<file path="src/rtl/mux_n_1_scan.sv">
// mux_n_1_scan
// N_CH-to-1 registered channel multiplexer with two operating modes:
//   manual - the channel named by S is registered onto Y every cycle
//   scan   - channels 0..N_CH-1 are visited in turn, DWELL cycles each,
//            with Y tracking the live data of the visited channel
//
// Optional feature: define MUX_PARITY_EN to add the Y_par output
// (registered XOR of Y, valid in the same cycle as Y).
//
// Ports
//   clk       single clock, all logic on the rising edge
//   rst       synchronous active-high reset
//   I         packed channel data, channel k is I[k*W +: W]
//   S         manual-mode channel select
//   mode      0 = manual, 1 = auto-scan
//   Y         registered selected channel data
//   Y_ch      channel index that produced the current Y
//   Y_stb     one-cycle pulse when Y_ch changes or a scan step starts
//   scan_wrap one-cycle pulse when the scan wraps from N_CH-1 to 0
//   sel_err   registered flag, manual select out of range
//   Y_par     (MUX_PARITY_EN only) registered parity of Y

module mux_n_1_scan #(
    parameter int N_CH  = 4,
    parameter int W     = 1,
    parameter int SEL_W = 2,
    parameter int DWELL = 4
) (
    input  logic              clk,
    input  logic              rst,
    input  logic [N_CH*W-1:0] I,
    input  logic [SEL_W-1:0]  S,
    input  logic              mode,
    output logic [W-1:0]      Y,
    output logic [SEL_W-1:0]  Y_ch,
    output logic              Y_stb,
    output logic              scan_wrap,
`ifdef MUX_PARITY_EN
    output logic              sel_err,
    output logic              Y_par
`else
    output logic              sel_err
`endif
);

    localparam int                N_SLOT     = 1 << SEL_W;
    localparam logic [SEL_W-1:0]  LAST_CH    = SEL_W'(N_CH - 1);
    localparam logic [7:0]        DWELL_LAST = 8'(DWELL - 1);

    typedef enum logic {
        MANUAL = 1'b0,
        SCAN   = 1'b1
    } state_t;

    state_t           state_q;
    state_t           state_d;
    logic [7:0]       dwell_q;
    logic [7:0]       dwell_d;
    logic [SEL_W-1:0] ch_d;
    logic [W-1:0]     y_d;
    logic             stb_d;
    logic             wrap_d;
    logic             err_d;

    // The select space is padded out to 2**SEL_W slots; the unused slots
    // read as zero, which gives the out-of-range manual result for free.
    logic [W-1:0]     slot [N_SLOT];

    for (genvar k = 0; k < N_SLOT; k++) begin : g_slot
        if (k < N_CH) begin : g_used
            assign slot[k] = I[k*W +: W];
        end else begin : g_pad
            assign slot[k] = '0;
        end
    end

    // Next-state logic. Y_ch doubles as the scan channel counter, so the
    // scan position is simply the channel currently on the output.
    // Entering scan (registered state still MANUAL) restarts at channel 0.
    always_comb begin
        state_d = mode ? SCAN : MANUAL;
        ch_d    = Y_ch;
        dwell_d = '0;
        stb_d   = 1'b0;
        wrap_d  = 1'b0;
        err_d   = 1'b0;
        if (mode) begin
            if (state_q == MANUAL) begin
                ch_d  = '0;
                stb_d = 1'b1;
            end else if (dwell_q == DWELL_LAST) begin
                stb_d = 1'b1;
                if (Y_ch == LAST_CH) begin
                    ch_d   = '0;
                    wrap_d = 1'b1;
                end else begin
                    ch_d = Y_ch + 1'b1;
                end
            end else begin
                dwell_d = dwell_q + 8'd1;
            end
        end else begin
            ch_d  = S;
            stb_d = (S != Y_ch);
            err_d = (int'(S) >= N_CH);
        end
        y_d = slot[ch_d];
    end

    // State and output registers.
    always_ff @(posedge clk) begin
        if (rst) begin
            state_q   <= MANUAL;
            dwell_q   <= '0;
            Y         <= '0;
            Y_ch      <= '0;
            Y_stb     <= 1'b0;
            scan_wrap <= 1'b0;
            sel_err   <= 1'b0;
        end else begin
            state_q   <= state_d;
            dwell_q   <= dwell_d;
            Y         <= y_d;
            Y_ch      <= ch_d;
            Y_stb     <= stb_d;
            scan_wrap <= wrap_d;
            sel_err   <= err_d;
        end
    end

`ifdef MUX_PARITY_EN
    // Parity is taken from the next Y value so it lines up with Y.
    always_ff @(posedge clk) begin
        if (rst) begin
            Y_par <= 1'b0;
        end else begin
            Y_par <= ^y_d;
        end
    end
`endif

endmodule

</file>
<file path="config.mk">
export PLATFORM = sky130hd
export DESIGN_NAME = mux_n_1_scan
export DESIGN_NICKNAME = d
export VERILOG_FILES = /design/src/rtl/mux_n_1_scan.sv
export SDC_FILE = /design/constraint.sdc
export NUM_CORES = 1
export LEC_CHECK = 0
export ABC_AREA = 1
export BUFFER_PORTS_ARGS = -buffer_cell sky130_fd_sc_hd__buf_2
export CELL_PAD_IN_SITES_DETAIL_PLACEMENT = 0
export CELL_PAD_IN_SITES_GLOBAL_PLACEMENT = 1
export CORE_MARGIN = 2
export CORE_UTILIZATION = 35
export CTS_CLUSTER_DIAMETER = 200
export CTS_CLUSTER_SIZE = 8
export DETAILED_ROUTE_END_ITERATION = 8
export GPL_TIMING_DRIVEN = 0
export PLACE_DENSITY = 0.69
export SETUP_SLACK_MARGIN = 0.05
export SYNTH_ARGS = -nofsm -noshare
export SYNTH_HDL_FRONTEND = slang
export SYNTH_SLANG_ARGS = --single-unit
</file>
<file path="constraint.sdc">
create_clock -name clk -period 3.2 [get_ports clk]
set_input_delay 0.64 -clock clk [delete_from_list [all_inputs] [get_ports clk]]
set_output_delay 0.64 -clock clk [all_outputs]
set_load 0.01 [all_outputs]
</file>
==> results.md <==
- DR vias/cell: ~4.5
- Area leader, netlist: dfxtp_1
- Peak supply drop: 311 uV
- Primary FF master, synth: dfxtp_1
- Placer Congestion: roughly 0.74
- Proportion of synthesized area in mux cells: 0%
- Startpoint Class: flop
- Core Util, Final: between 40 and 50%
- Worst R2R Start: dwell_q[0]
- Crit Path Class: reg -> out
- Synth top area cells: dfxtp_1 37%, nand3_2 7.8%, nand2_1 7.4%, nand3_1 6.5%, nor2_1 6.4%
- Dpl hpwl: approximately 1200 um
- Post-synth top cells: 15 x nand2_1, 14 x dfxtp_1, 13 x nor2_1
- Hold wc startpoint: dwell_q[0]
- Critical path, cell by cell: buf_2
- Sink Count: 14
- Area occupied by registers: around 280 um2
- CP Data Arrival Time: about 910 ps
- Largest net degree at the start of global routing: 9
- Synth top area share: a little over a third
- Layout cells sized above 1: between 30% and 40%
- Clock Latency Late Sink: 280 ps
- Grt ovf: 0
- WHS Endpoint: dwell_q[0]
- Total CTS buffers: 3
- Tightest Hold Check Type: reg -> reg
- Buf/Inv on CP: 1
- I/O Buffers: 13
- Area Growth Syn to Fin: 17.6%
- Syn Nets: ~110
- Biggest cell delay along the critical path: ~450 ps
- Cell variety after synth: 25
- Cells after Synth: between 100 and 150
- Required time of the critical path: roughly 2600 ps
- Post-CTS Resized: 0
- Largest family of logic cells by synthesized area: simple AND/OR/NAND/NOR gates
- First-pass GRT wire length: about 2800 um
- Post-CTS setup buffers: 0
- # DRC: 0
- Reg2reg path depth: 11
- Vias in the first global route: 600
- Ys Warns: 0
- Register bit total from synthesis: 14
- Chip Height: a little over 50 um
- Tot GR Track Use: between 10% and 20%
- Synthesized area: 766 um2
- Final period utilization: 48.4%
- Drt total wl: 1500 um
- Diodes inserted: 0
- Final hold violation count: 0
- Synth Area in Simple Gates: a little over two fifths
- Routed WL per cell: roughly 10 um
- TritonCTS clock tree: built
- Total power: about 350 uW
- Die area: about 2600 um2
- Core region area: slightly above 2000 um2
- Status: finished, final reports clean
- Critical-path top delay cell: dfxtp_1
- Site Rows: 16
- Pre-antenna DRT Iters: 4
- Post-Layout Inst Area: ~900 um2
- Top-Level Pins: 15
- Die Width: around 50 um
- Maxcap violations: 0
- Post-layout minimum cycle time: between 1500 and 2000 ps
- DP Worst Slack: around 1600 ps
- Adder-cell share of the synthesized area: under 10%
- Max-slew violations: 0
- Ys async rst share: 0%
- Pwr dens: between 300 and 400 nW/um2
- Placed Area: ~860 um2
- Max Buffers Root-to-Sink: 2
- Number of synthesized flops with an enable pin: 0
- # setup viols final: 0
- Layout Skew: 3.78 ps
- Area of the multi-input gates: ~430 um2
- Compound-Gate Fraction of Synth Area: roughly 6.4%
- Syn Area/Cell: between 7 and 8 um2
- Final WS setup: 1650 ps
- Reg clk slew, reported paths: roughly 80 ps
- Initial antenna violation count: 0
- R2R Setup Slk: 1710 ps
- Critical path peak fanout: 5
- Post-synthesis xor/xnor area fraction: 3.43%
- Clock root buffer: clkbuf_4
- Hold path depth: 1
- Crit. End Element: output pin
- Filler Cells Inserted: roughly 230
- Post-synthesis sequential area ratio: 36.6%
- CP delay by family, top: flip-flops
- Layout Nets: 131
- Cts hold-fix bufs: 0
- Leakage power: roughly 0.40 nW
- CTS H-tree lvls: 1
- Vias: between 600 and 700
- Post-route ant nets: 0
- Initial Utilization: between 30% and 40%
- Setup TNS: 0 ps
- Unrepaired setup endpoints after global routing: false
- Iter 0 DRT Violations: 6
- Most common cell in the netlist: nand2_1
- Critical register-to-register path endpoint: Y
- Max Freq: around 650 MHz
-- metrics by stage --
step	instances	hold slack [ps]
global placement	142	432
CTS	146	453
finish	146	451
floorplan	102	418
global route	146	474
detailed placement	142	439
-- registers in the layout (all words and copies together), names as in the netlist --
signal and cells:
Y_ch 2, state_q 1, Y 1, scan_wrap 1
Y_stb 1, dwell_q 8
-- cell families after synthesis --
kind of cell               Yosys count
other                                1
buffers and inverters               14
xor gates and xnor gates             3
AOI/OAI and AO/OA                    8
DFF                                 14
and+or+nand+nor                     60
adders and majority gates            2
-- area by class of cell --
| type | instances | share of cell area (%) |
|---|---|---|
| Clock buffer | 4 | 4.03 |
| Timing Repair Buffer | 13 | 7.22 |
| Sequential cell | 14 | 31.1 |
| Inverter | 12 | 5.00 |
| Buffer | 2 | 1.67 |
| Multi-Input combinational cell | 74 | 47.2 |
| Tap cell | 27 | 3.75 |
-- worst register-to-register path: cells and delay by family (launching register included) --
| kind | cells | cell delay, ps |
|---|---|---|
| AO/OA/AOI/OAI | 1 | 130 |
| flip-flops | 1 | 360 |
| AND/OR/NAND/NOR | 8 | 650 |
| adder cells (fa/ha/maj) | 1 | 250 |
| buffers and inverters | 1 | 60 |
-- cell usage in the layout, fill, tap and decap left out, types with 2 or more instances in the layout --
cell type	Yosys	final
o21ai_0	2	2
nand2_2	4	4
nor3_1	2	2
nand3_1	10	10
nor2_2	4	4
buf_2	0	13
inv_2	6	6
inv_1	6	6
nor2_1	13	13
buf_4	2	2
dfxtp_1	14	14
nand3_2	6	6
clkbuf_4	0	3
nor3b_1	2	2
xnor2_1	2	2
ha_1	2	2
nand2_1	15	15
a21oi_1	3	3
-- layer usage --
| metal | vias to the layer above | global-route usage (%) | part of all wire [%] |
|---|---|---|---|
| li1 | 362 | - | - |
| met1 | 279 | 20.5 | 54 |
| met3 | 0 | 6.25 | 4.2 |
| met4 | 0 | 1.35 | 0 |
| met2 | 12 | 20.6 | 42 |
| met5 | - | 0 | 0 |
-- how the worst max path moves through the flow --
stage,endpoint,from,cells past startpoint,slack [ps]
global route,Y,dwell_q[0],11,1560
floorplan,Y,dwell_q[0],11,1860
detailed placement,dwell_q[7],mode,5,1640
global placement,dwell_q[7],mode,5,1660
CTS,Y_ch[0],Y_ch[0],1,1640
finish,Y_ch[0],Y_ch[0],1,1650
-- power by group --
group          switching (mW)  internal [mW]  leakage, nW  total, mW
registers             0.00323          0.179        0.114      0.182
logic                  0.0212         0.0175        0.266     0.0387
clock network          0.0595         0.0692       0.0210      0.129
total                  0.0840          0.265        0.401      0.349
(Power assumes the default switching activity.)
